<file path="config.mk">
export PLATFORM = sky130hd
export DESIGN_NAME = qiangda_host
export DESIGN_NICKNAME = d
export VERILOG_FILES = /design/src/rtl/qiangda_pkg.sv /design/src/rtl/qiangda_host_bcd2_addsub.sv /design/src/rtl/qiangda_host.sv
export SDC_FILE = /design/constraint.sdc
export NUM_CORES = 1
export LEC_CHECK = 0
export CORE_MARGIN = 2
export CORE_UTILIZATION = 43
export DETAILED_ROUTE_END_ITERATION = 8
export PLACE_DENSITY = 0.65
export SYNTH_ARGS = -nofsm -noshare
export SYNTH_HDL_FRONTEND = slang
export SYNTH_SLANG_ARGS = --single-unit
export TNS_END_PERCENT = 1
</file>
<file path="constraint.sdc">
create_clock -name clk1hz -period 12.2 [get_ports clk1hz]
set_input_delay 3.05 -clock clk1hz [delete_from_list [all_inputs] [get_ports clk1hz]]
set_output_delay 3.05 -clock clk1hz [all_outputs]
set_load 0.01 [all_outputs]
</file>
<file path="src/rtl/qiangda_pkg.sv">
// Shared definitions for the quiz host controller: FSM state codes,
// contestant ID constants, the 2-digit BCD type and small BCD helpers.
package qiangda_pkg;

    localparam int unsigned BCD_W   = 8;
    localparam int unsigned ID_W    = 3;
    localparam int unsigned STATE_W = 3;
    localparam int unsigned HOLD_W  = 4;
    localparam int unsigned NUM_ID  = 4;
    localparam int unsigned PTS_W   = 4;

    typedef logic [BCD_W-1:0] bcd2_t;
    typedef logic [ID_W-1:0]  cid_t;

    typedef enum logic [STATE_W-1:0] {
        ST_IDLE   = 3'd0,
        ST_ARMED  = 3'd1,
        ST_ANSWER = 3'd2,
        ST_NOBODY = 3'd3,
        ST_SHOW   = 3'd4
    } state_e;

    localparam cid_t  ID_NONE  = 3'd0;
    localparam cid_t  ID_MIN   = 3'd1;
    localparam cid_t  ID_MAX   = 3'd4;
    localparam bcd2_t BCD_ZERO = 8'h00;
    localparam bcd2_t BCD_MAX  = 8'h99;

    // A contestant ID is meaningful only in 1..4.
    function automatic logic id_valid(input cid_t id);
        return (id >= ID_MIN) && (id <= ID_MAX);
    endfunction

    // 2-digit BCD to binary (0..99 for well-formed input).
    function automatic logic [7:0] bcd2_to_bin(input bcd2_t b);
        return 8'(b[7:4]) * 8'd10 + 8'(b[3:0]);
    endfunction

    // Binary 0..99 to 2-digit BCD.
    function automatic bcd2_t bin_to_bcd2(input logic [6:0] v);
        return {4'(v / 7'd10), 4'(v % 7'd10)};
    endfunction

    // BCD decrement that holds at 00.
    function automatic bcd2_t bcd2_dec(input bcd2_t b);
        if (b == BCD_ZERO)
            return BCD_ZERO;
        if (b[3:0] == 4'd0)
            return {b[7:4] - 4'd1, 4'd9};
        return {b[7:4], b[3:0] - 4'd1};
    endfunction

    // BCD increment that wraps 99 -> 00.
    function automatic bcd2_t bcd2_inc_wrap(input bcd2_t b);
        if (b == BCD_MAX)
            return BCD_ZERO;
        if (b[3:0] >= 4'd9)
            return {b[7:4] + 4'd1, 4'd0};
        return {b[7:4], b[3:0] + 4'd1};
    endfunction

endpackage

</file>
<file path="src/rtl/qiangda_host_bcd2_addsub.sv">
// bcd2_addsub: combinational 2-digit BCD add/subtract of a 1-digit operand,
// saturating at 00 and 99.
//   i_a   : 2-digit BCD operand
//   i_b   : binary 1-digit operand (0..9)
//   i_sub : 1 = subtract, 0 = add
//   o_y   : saturated 2-digit BCD result
module bcd2_addsub
    import qiangda_pkg::*;
(
    input  logic [BCD_W-1:0] i_a,
    input  logic [PTS_W-1:0] i_b,
    input  logic             i_sub,
    output logic [BCD_W-1:0] o_y
);

    logic [8:0] w_a_bin;
    logic [8:0] w_b_bin;
    logic [8:0] w_res;

    // Work in binary, clamp to 0..99, convert back.
    always_comb begin
        w_a_bin = 9'(bcd2_to_bin(i_a));
        w_b_bin = 9'(i_b);
        w_res   = 9'd0;
        if (i_sub)
            w_res = (w_a_bin > w_b_bin) ? (w_a_bin - w_b_bin) : 9'd0;
        else
            w_res = w_a_bin + w_b_bin;
        if (w_res > 9'd99)
            w_res = 9'd99;
    end

    assign o_y = bin_to_bcd2(7'(w_res));

endmodule

</file>
<file path="src/rtl/qiangda_host.sv">
// qiangda_host: judge-side controller for the 4-contestant quiz buzzer.
// Holds/arms the buzzer via clr_n, latches the winner, times the answer
// window, applies verdicts and fouls to saturating BCD scores and counts
// completed rounds.
//   clk1hz, reset      : 1 Hz tick clock, async active-high reset
//   start              : host arms a round
//   win_valid/win_id   : buzzer winner report
//   foul_valid/foul_id : early press while buzzer held
//   time_up            : buzzer grab window expired
//   judge_ok/judge_bad : host verdict
//   clr_n              : buzzer clear (0 hold, 1 armed)
//   state              : FSM state code
//   cur_id             : answering contestant, 0 = none
//   ans_bcd            : remaining answer time (BCD)
//   score_bcd          : four BCD scores, [7:0] = contestant 1
//   round_bcd          : completed rounds (BCD, wraps)
module qiangda_host
    import qiangda_pkg::*;
#(
    parameter int unsigned INIT_SCORE = 10,
    parameter int unsigned POINTS_OK  = 2,
    parameter int unsigned POINTS_BAD = 1,
    parameter int unsigned ANS_TIME   = 20,
    parameter int unsigned SHOW_TIME  = 3
)(
    input  logic                    clk1hz,
    input  logic                    reset,
    input  logic                    start,
    input  logic                    win_valid,
    input  logic [ID_W-1:0]         win_id,
    input  logic                    foul_valid,
    input  logic [ID_W-1:0]         foul_id,
    input  logic                    time_up,
    input  logic                    judge_ok,
    input  logic                    judge_bad,
    output logic                    clr_n,
    output logic [STATE_W-1:0]      state,
    output logic [ID_W-1:0]         cur_id,
    output logic [BCD_W-1:0]        ans_bcd,
    output logic [NUM_ID*BCD_W-1:0] score_bcd,
    output logic [BCD_W-1:0]        round_bcd
);

    localparam bcd2_t             INIT_BCD = bin_to_bcd2(7'(INIT_SCORE));
    localparam bcd2_t             ANS_BCD  = bin_to_bcd2(7'(ANS_TIME));
    localparam logic [HOLD_W-1:0] SHOW_LD  = HOLD_W'(SHOW_TIME);
    localparam logic [PTS_W-1:0]  OK_PTS   = PTS_W'(POINTS_OK);
    localparam logic [PTS_W-1:0]  BAD_PTS  = PTS_W'(POINTS_BAD);

    state_e                         r_state;
    logic                           r_clr_n;
    cid_t                           r_cur_id;
    bcd2_t                          r_ans;
    bcd2_t                          r_round;
    logic [HOLD_W-1:0]              r_hold;
    logic                           r_foul_q;
    logic [NUM_ID-1:0][BCD_W-1:0]   r_score;

    logic                           w_foul_edge;
    logic                           w_verdict;
    logic                           w_upd;
    logic                           w_sub;
    cid_t                           w_sel_id;
    logic [1:0]                     w_sel_idx;
    bcd2_t                          w_sel_score;
    bcd2_t                          w_new_score;

    // Pick which contestant's score changes this cycle and in which direction.
    always_comb begin
        w_foul_edge = foul_valid & ~r_foul_q & id_valid(foul_id);
        w_verdict   = judge_ok | judge_bad | (r_ans == BCD_ZERO);
        w_upd       = 1'b0;
        w_sub       = 1'b0;
        w_sel_id    = r_cur_id;
        case (r_state)
            ST_IDLE: begin
                if (w_foul_edge) begin
                    w_upd    = 1'b1;
                    w_sub    = 1'b1;
                    w_sel_id = foul_id;
                end
            end
            ST_ANSWER: begin
                // judge_ok outranks judge_bad; timeout counts as wrong.
                if (judge_ok) begin
                    w_upd = id_valid(r_cur_id);
                end else if (w_verdict) begin
                    w_upd = id_valid(r_cur_id);
                    w_sub = 1'b1;
                end
            end
            default: begin
                w_upd = 1'b0;
            end
        endcase
        w_sel_idx   = 2'(w_sel_id - ID_MIN);
        w_sel_score = r_score[w_sel_idx];
    end

    bcd2_addsub u_addsub (
        .i_a   (w_sel_score),
        .i_b   (w_sub ? BAD_PTS : OK_PTS),
        .i_sub (w_sub),
        .o_y   (w_new_score)
    );

    // Round FSM with registered outputs.
    always_ff @(posedge clk1hz or posedge reset) begin
        if (reset) begin
            r_state  <= ST_IDLE;
            r_clr_n  <= 1'b0;
            r_cur_id <= ID_NONE;
            r_ans    <= BCD_ZERO;
            r_round  <= BCD_ZERO;
            r_hold   <= '0;
            r_foul_q <= 1'b0;
            r_score  <= {NUM_ID{INIT_BCD}};
        end else begin
            r_foul_q <= foul_valid;
            if (w_upd)
                r_score[w_sel_idx] <= w_new_score;

            case (r_state)
                ST_IDLE: begin
                    r_clr_n <= 1'b0;
                    if (start) begin
                        r_state <= ST_ARMED;
                        r_clr_n <= 1'b1;
                    end
                end
                ST_ARMED: begin
                    // A valid winner beats a simultaneous time_up.
                    if (win_valid && id_valid(win_id)) begin
                        r_cur_id <= win_id;
                        r_ans    <= ANS_BCD;
                        r_state  <= ST_ANSWER;
                    end else if (time_up) begin
                        r_state <= ST_NOBODY;
                        r_clr_n <= 1'b0;
                    end
                end
                ST_ANSWER: begin
                    if (w_verdict) begin
                        r_hold  <= SHOW_LD;
                        r_state <= ST_SHOW;
                        r_clr_n <= 1'b0;
                    end else begin
                        r_ans <= bcd2_dec(r_ans);
                    end
                end
                ST_NOBODY: begin
                    r_hold  <= SHOW_LD;
                    r_state <= ST_SHOW;
                    r_clr_n <= 1'b0;
                end
                ST_SHOW: begin
                    // Counter reaching zero ends the round, so SHOW lasts SHOW_TIME cycles.
                    if (r_hold < HOLD_W'(2)) begin
                        r_hold   <= '0;
                        r_round  <= bcd2_inc_wrap(r_round);
                        r_cur_id <= ID_NONE;
                        r_state  <= ST_IDLE;
                    end else begin
                        r_hold <= r_hold - HOLD_W'(1);
                    end
                end
                default: begin
                    r_state  <= ST_IDLE;
                    r_clr_n  <= 1'b0;
                    r_cur_id <= ID_NONE;
                end
            endcase
        end
    end

    assign clr_n     = r_clr_n;
    assign state     = r_state;
    assign cur_id    = r_cur_id;
    assign ans_bcd   = r_ans;
    assign score_bcd = r_score;
    assign round_bcd = r_round;

endmodule

</file>
==> results of run 1 <==
## path summary, 6_finish.rpt
path | start | end | slack [ns] | cells past startpoint
worst max-delay path | foul_valid | score_bcd[17]$_DFFE_PP0P_ | 0.45 | 38
worst min-delay path | r_hold[3]$_DFFE_PP0P_ | r_hold[3]$_DFFE_PP0P_ | 0.50 | 1
worst max register to register | state[0]$_DFFE_PP0P_ | score_bcd[17]$_DFFE_PP0P_ | 3.03 | 37
worst min register to register | r_hold[3]$_DFFE_PP0P_ | r_hold[3]$_DFFE_PP0P_ | 0.50 | 1
max in group asynchronous | reset | score_bcd[11]$_DFFE_PP0P_ | 8.46 | 3
min in group asynchronous | reset | ans_bcd[7]$_DFFE_PP0P_ | 3.22 | 3
## worst reg2reg max path: cells and delay by family (launching register included)
| family | cells | cell delay (ns) |
|---|---|---|
| DFF | 1 | 0.55 |
| adders and majority gates | 7 | 1.89 |
| muxes | 2 | 0.42 |
| and+or+nand+nor | 13 | 3.62 |
| AOI/OAI and AO/OA | 10 | 2.16 |
| buffers and inverters | 5 | 0.45 |
## cell usage after synthesis, types with 2 or more instances
cell type  count  area, µm²
or2_2          3       18.8
o22a_1         2       17.5
ha_1          27        338
a211oi_1       6       45.0
a31oi_1       13       81.3
mux2_2         7       78.8
fa_1           4       80.1
and4_1         3       26.3
mux2i_1        6       60.1
nand4_1        6       37.5
o211ai_1      11       82.6
inv_2          2       7.51
o31a_1         6       52.6
nor4_1         8       50.1
a2111oi_0      2       17.5
a31o_2         2       17.5
buf_2          2       10.0
nor3b_1        6       45.0
nand3_1       16       80.1
o31ai_1        8       60.1
nand2b_1       6       37.5
mux4_2         9        203
o21a_1         4       30.0
clkbuf_1      13       48.8
a211o_1        3       26.3
nand2_1       58        218
o21ai_0       57        285
nor2_2         2       12.5
xor2_1         7       61.3
or3_4          2       22.5
a22o_1         2       17.5
or3_1          6       37.5
nor2b_1        7       43.8
dfrtp_1       56       1400
nor3_1        16       80.1
nor2_1        59        221
a21oi_1       11       55.1
o2111a_1       3       33.8
and3_1         6       37.5
inv_1         28        105
xnor2_1        6       52.6
and2_1        10       62.6
dfstp_2        4        105
or2_1          2       12.5
## cell families (layout without fill, tap and decap cells)
kind of cell               after synthesis  after routing
and+or+nand+nor                        225            225
AOI/OAI and AO/OA                      152            152
adders and majority gates               31             31
xor gates and xnor gates                13             13
DFF                                     60             60
buffers and inverters                   46            142
muxes                                   23             23
## routing by layer
metal / up-vias / global-route usage [%] / routed length [µm]
li1: 2212 / - / -
met1: 2133 / 29.7 / 5910
met2: 112 / 38.1 / 6430
met3: 32 / 5.16 / 587
met4: 0 / 9.40 / 435
met5: - / 0 / 0
## metrics by stage
step / std cells / area [µm²] / utilization (%) / setup TNS, ns / setup slack, ns
after floorplan: 550 / 4810 / - / 0 / 0.248
after global placement: 766 / 5780 / 53.1 / 0 / 0.102
after detailed placement: 766 / 5780 / 53.1 / -1.51 / -0.220
after CTS: 782 / 6000 / 55.1 / 0 / 0.116
after global routing: 786 / 6140 / 56.4 / -0.0158 / -0.00814
final: 786 / 6140 / 56.4 / 0 / 0.451
## layout make-up
class	instances	area (µm²)	area share, %
clock inverters	7	98.8	1.61
inverters	30	115	1.88
well taps	140	175	2.85
multi-input cells	444	3230	52.6
repair buffers	96	891	14.5
flip-flops and latches	60	1510	24.5
clock buffers	9	124	2.02
## sequential cells by signal, indices dropped and copies added (netlist names)
name	count
ans_bcd	8
clr_n	1
cur_id	3
r_foul_q	1
r_hold	4
round_bcd	8
score_bcd	32
state	3
## cell usage in the layout (no fill, tap or decap), types with 11 or more instances in the layout
cell type / Yosys / routed
a31oi_1: 13 / 12
buf_4: 0 / 28
clkdlybuf4s50_1: 0 / 68
dfrtp_1: 56 / 56
ha_1: 27 / 25
inv_1: 28 / 26
nand2_1: 58 / 58
nand3_1: 16 / 16
nor2_1: 59 / 59
nor3_1: 16 / 14
o211ai_1: 11 / 11
o21ai_0: 57 / 56
## what timing repair did
action,4_1_cts,5_1_grt
resized for setup,0,24
setup endpoints to repair,0,16
setup buffers,0,4
==> results.md, run 1 <==
- Synth Cell Area: 4810 µm²
- H-tree levels: 3
- Unique cell type count in the Yosys netlist: 77
- Io pins: 69
- Setup crit start kind: input port
- Initial Util: 44.1%
- Post-synthesis mux area share: 7.58%
- PortBufs: 68
- Clock Path Buffers: 2
- Outcome: completed
- Root buf cell: clkbuf_8
- Sequential fraction of the synthesis area: 31.3%
- # diodes: 0
- Synth Register Bits: 60
- Nets: 686
- Fillers: 1005
- DP Wirelength: 10.4 mm
- WL final: 13.4 mm
- Async S/R FF share, synth: 100%
- Syn Area/Cell: 8.74 µm²
- Slew @ Worst Pin: 0.840 ns
- Bufs and invs on worst path: 6
- Crit-path leading delay family: simple AND/OR/NAND/NOR gates
- CP max stage delay: 0.54 ns
- Setup crit end kind: register
- Critical path fanouts, max: 8
- CTS Hold Bufs: 0
- Clock transition at path regs: 0.07 ns
- First-pass GRT wire length: 21.6 mm
- Setup CP Type: in -> reg
- Clock Latency Late Sink: 0.36 ns
- CTS tree: done
- Drc violations: 0
- Total core area: 10900 µm²
- DRT iter0 DRCs: 226
- Die X: 110 µm
- Die height: 110 µm
- Tmin final: 11.75 ns
- Clk sink count: 60
- EDFF count, synth: 0
- Max-slew headroom: 43.5%
- Synth Area in Simple Gates: 23.6%
- Predominant post-synthesis flop cell: dfrtp_1
- Die Area: 12000 µm²
- Hold Crit Class: reg -> reg
- Placer Congestion: 0.909
- Mapped Cells: 550
- Cell mode on critical path: ha_1
- Yosys warns: 0
- Final hold violation count: 0
- Max Clk Rate: 85.1 MHz
- Drt pass-1 iters: 4
- Mapped Nets: 595
- Synth Area in Compound Gates: 22.6%
- Final Max Tran Viols: 0
- Vias per std cell: 5.71
- CP arrival: 12.03 ns
- WHS: 0.501 ns
- Skew final: 0.0107 ns
- TritonCTS Buffers: 9
- Vias in the first global route: 4403
- Antenna violations before repair: 0
- Gr ovfl total: 0
- Routed len/inst: 17.0 µm
- P&R area growth vs syn: 27.7%
- Max-Cap Viols: 0
- Final setup viols: 0
- Cell Rows: 38
- Tot GR Track Use: 23.3%
- Synth Area in Adders: 8.70%
- Via count: 4489
- Required @ worst endpoint: 12.48 ns
- Slowest cell on crit path: or4b_4
- Synth Area in XOR/XNOR: 2.37%
- Antenna Nets Post-Route: 0
- Layout cells sized above 1: 16.4%
- Largest family of logic cells by synthesized area: simple AND/OR/NAND/NOR gates
- Largest net degree at the start of global routing: 61
- Period utilization: 96.3%
Power of run 1 is left out: the tool's default activity adds up to more than one toggle a clock period on the data nets, which glitch-free logic cannot reach.
==> run 2: changes to the inputs <==
Settings changed: CELL_PAD_IN_SITES_DETAIL_PLACEMENT set to 1, CELL_PAD_IN_SITES_GLOBAL_PLACEMENT set to 1, PLACE_DENSITY 0.65 to unset, PLACE_DENSITY_LB_ADDON set to 0.1.
Clock period 12.2 ns to 14.62 ns, I/O delays scaled along.
==> run 2 against run 1 <==
  * Count of clock-buffer cells in the layout stayed put
  * Final cell count is 3.3% lower
  * Utilization is 2.7 points lower
  * Via count is 1.6% higher
  * Critical path depth increased by 1
  * Critical endpoint is now score_bcd[25]$_DFFE_PP0P_
  * Largest cell class unchanged
  * Highest routed layer unchanged
==> results.md, run 2 (synthesis results as in run 1) <==
- Required @ worst endpoint: 14.90 ns
- RR Endpoint: score_bcd[25]$_DFFE_PP0P_
- Critical path fanouts, max: 11
- Hold Crit Class: reg -> reg
- Max-slew headroom: 43.8%
- # diodes: 0
- Die Area: 12000 µm²
- PortBufs: 68
- P&R area growth vs syn: 21.5%
- Fin util: 53.6%
- DRT iter0 DRCs: 254
- Bufs and invs on worst path: 6
- Fin cells: 760
- Layout cells sized above 1: 10.3%
- Root buf cell: clkbuf_8
- Launch point of the worst reg-to-reg path: state[0]$_DFFE_PP0P_
- WHS Endpoint: r_hold[3]$_DFFE_PP0P_
- Drc violations: 0
- CP max stage delay: 0.68 ns
- Vias in the first global route: 4798
- Drt pass-1 iters: 6
- Commonest non-fill, non-tap cell in the layout: clkdlybuf4s50_1
- Setup crit start kind: input port
- Antenna violations before repair: 0
- Fillers: 1292
- Gr ovfl total: 0
- Outcome: completed
- Setup CP Type: in -> reg
- Cell Rows: 38
- Nets: 660
- RSZ-0062 raised after global routing: no
- Crit-path leading delay family: simple AND/OR/NAND/NOR gates
- H-tree levels: 3
- Slowest cell on crit path: or4b_1
- Final setup viols: 0
- Max-Cap Viols: 0
- First-pass GRT wire length: 24.6 mm
- Max Clk Rate: 72.0 MHz
- Setup crit end kind: register
- Skew final: 0.0114 ns
- Die X: 110 µm
- Period utilization: 95.0%
- Slew @ Worst Pin: 0.835 ns
- Clock transition at path regs: 0.08 ns
- Reg2Reg Setup Slack: 3.86 ns
- Setup TNS: 0 ns
- Initial Util: 44.1%
- Max reg flops: 32
- Via count: 4563
- Clk sink count: 60
- Worst hold start: r_hold[3]$_DFFE_PP0P_
- Final hold violation count: 0
- Die height: 110 µm
- Hold Crit Depth: 1
- Clock Path Buffers: 2
- Cell mode on critical path: ha_1
- Placer Congestion: 0.922
- CP arrival: 14.16 ns
- TritonCTS Buffers: 9
- Largest net degree at the start of global routing: 61
- Vias per std cell: 6.00
- Routed len/inst: 19.7 µm
- WL final: 15.0 mm
- Total core area: 10900 µm²
- Clock Latency Late Sink: 0.36 ns
- DP Wirelength: 11.7 mm
- Placed Instances: 744
- Tmin final: 13.88 ns
- Tot GR Track Use: 26.4%
- Antenna Nets Post-Route: 0
- Commonest cells after routing, fill and taps aside: clkdlybuf4s50_1, nor2_1, nand2_1
- CTS tree: done
- Final Max Tran Viols: 0
- Io pins: 69
- R2r worst-path depth: 38
[run 2: how the worst max path moves through the flow]
stage / start / end / cells after the start / slack [ns]
after floorplan: foul_valid / score_bcd[25]$_DFFE_PP0P_ / 41 / 2.06
after global placement: foul_valid / score_bcd[25]$_DFFE_PP0P_ / 39 / 0.89
after detailed placement: foul_valid / score_bcd[17]$_DFFE_PP0P_ / 38 / 0.49
after CTS: foul_valid / score_bcd[25]$_DFFE_PP0P_ / 38 / 0.79
after global routing: foul_valid / score_bcd[25]$_DFFE_PP0P_ / 39 / 0.06
final: foul_valid / score_bcd[25]$_DFFE_PP0P_ / 39 / 0.74
[run 2: worst reg2reg max path, delay by kind of cell (launching register included)]
| family | cells | cell delay [ns] |
|---|---|---|
| flip-flops | 1 | 0.57 |
| adder cells (fa/ha/maj) | 7 | 2.00 |
| buffers and inverters | 5 | 0.71 |
| multiplexers | 2 | 0.54 |
| AND/OR/NAND/NOR | 13 | 4.00 |
| AO/OA/AOI/OAI | 11 | 2.85 |
[run 2: metrics by stage]
| step | hold WS, ns | setup slack (ns) | area (µm²) |
|---|---|---|---|
| global route | 0.514 | 0.0553 | 5840 |
| finish | 0.496 | 0.737 | 5840 |
| floorplan | 0.455 | 2.06 | 4810 |
| global placement | 0.472 | 0.891 | 5610 |
| detailed placement | 0.477 | 0.489 | 5610 |
| CTS | 0.500 | 0.793 | 5830 |
[run 2: cell type report]
class	instances	area, µm²	share of cell area, %
Tap cell	140	175	3.00
Clock inverter	7	98.8	1.69
Clock buffer	9	124	2.12
Sequential cell	60	1510	25.8
Multi-Input combinational cell	444	3130	53.6
Inverter	30	113	1.93
Timing Repair Buffer	70	696	11.9
[run 2: layer usage]
metal  vias up  GRT usage (%)  wire [µm]  share of wire (%)
li1       2159              -          -                  -
met1      2279           33.3       6530                 44
met2        99           45.5       7580                 51
met3        26           4.56        556                3.7
met4         0           9.04        323                2.2
met5         -              0          0                  0
[run 2: what timing repair did]
action | in CTS | in global routing
buffers inserted | 0 | 0
gates resized for setup | 0 | 1
hold buffers | 0 | 0
endpoints found under the setup margin | 0 | 4
Power of run 2 is left out for the same reason.
==> run 3: changes to the inputs <==
Settings changed: CAP_MARGIN set to 20.
==> results of run 3 <==
No change in the layout: final DEF, timing and power equal those of run 2.
Power of run 3 is left out for the same reason.
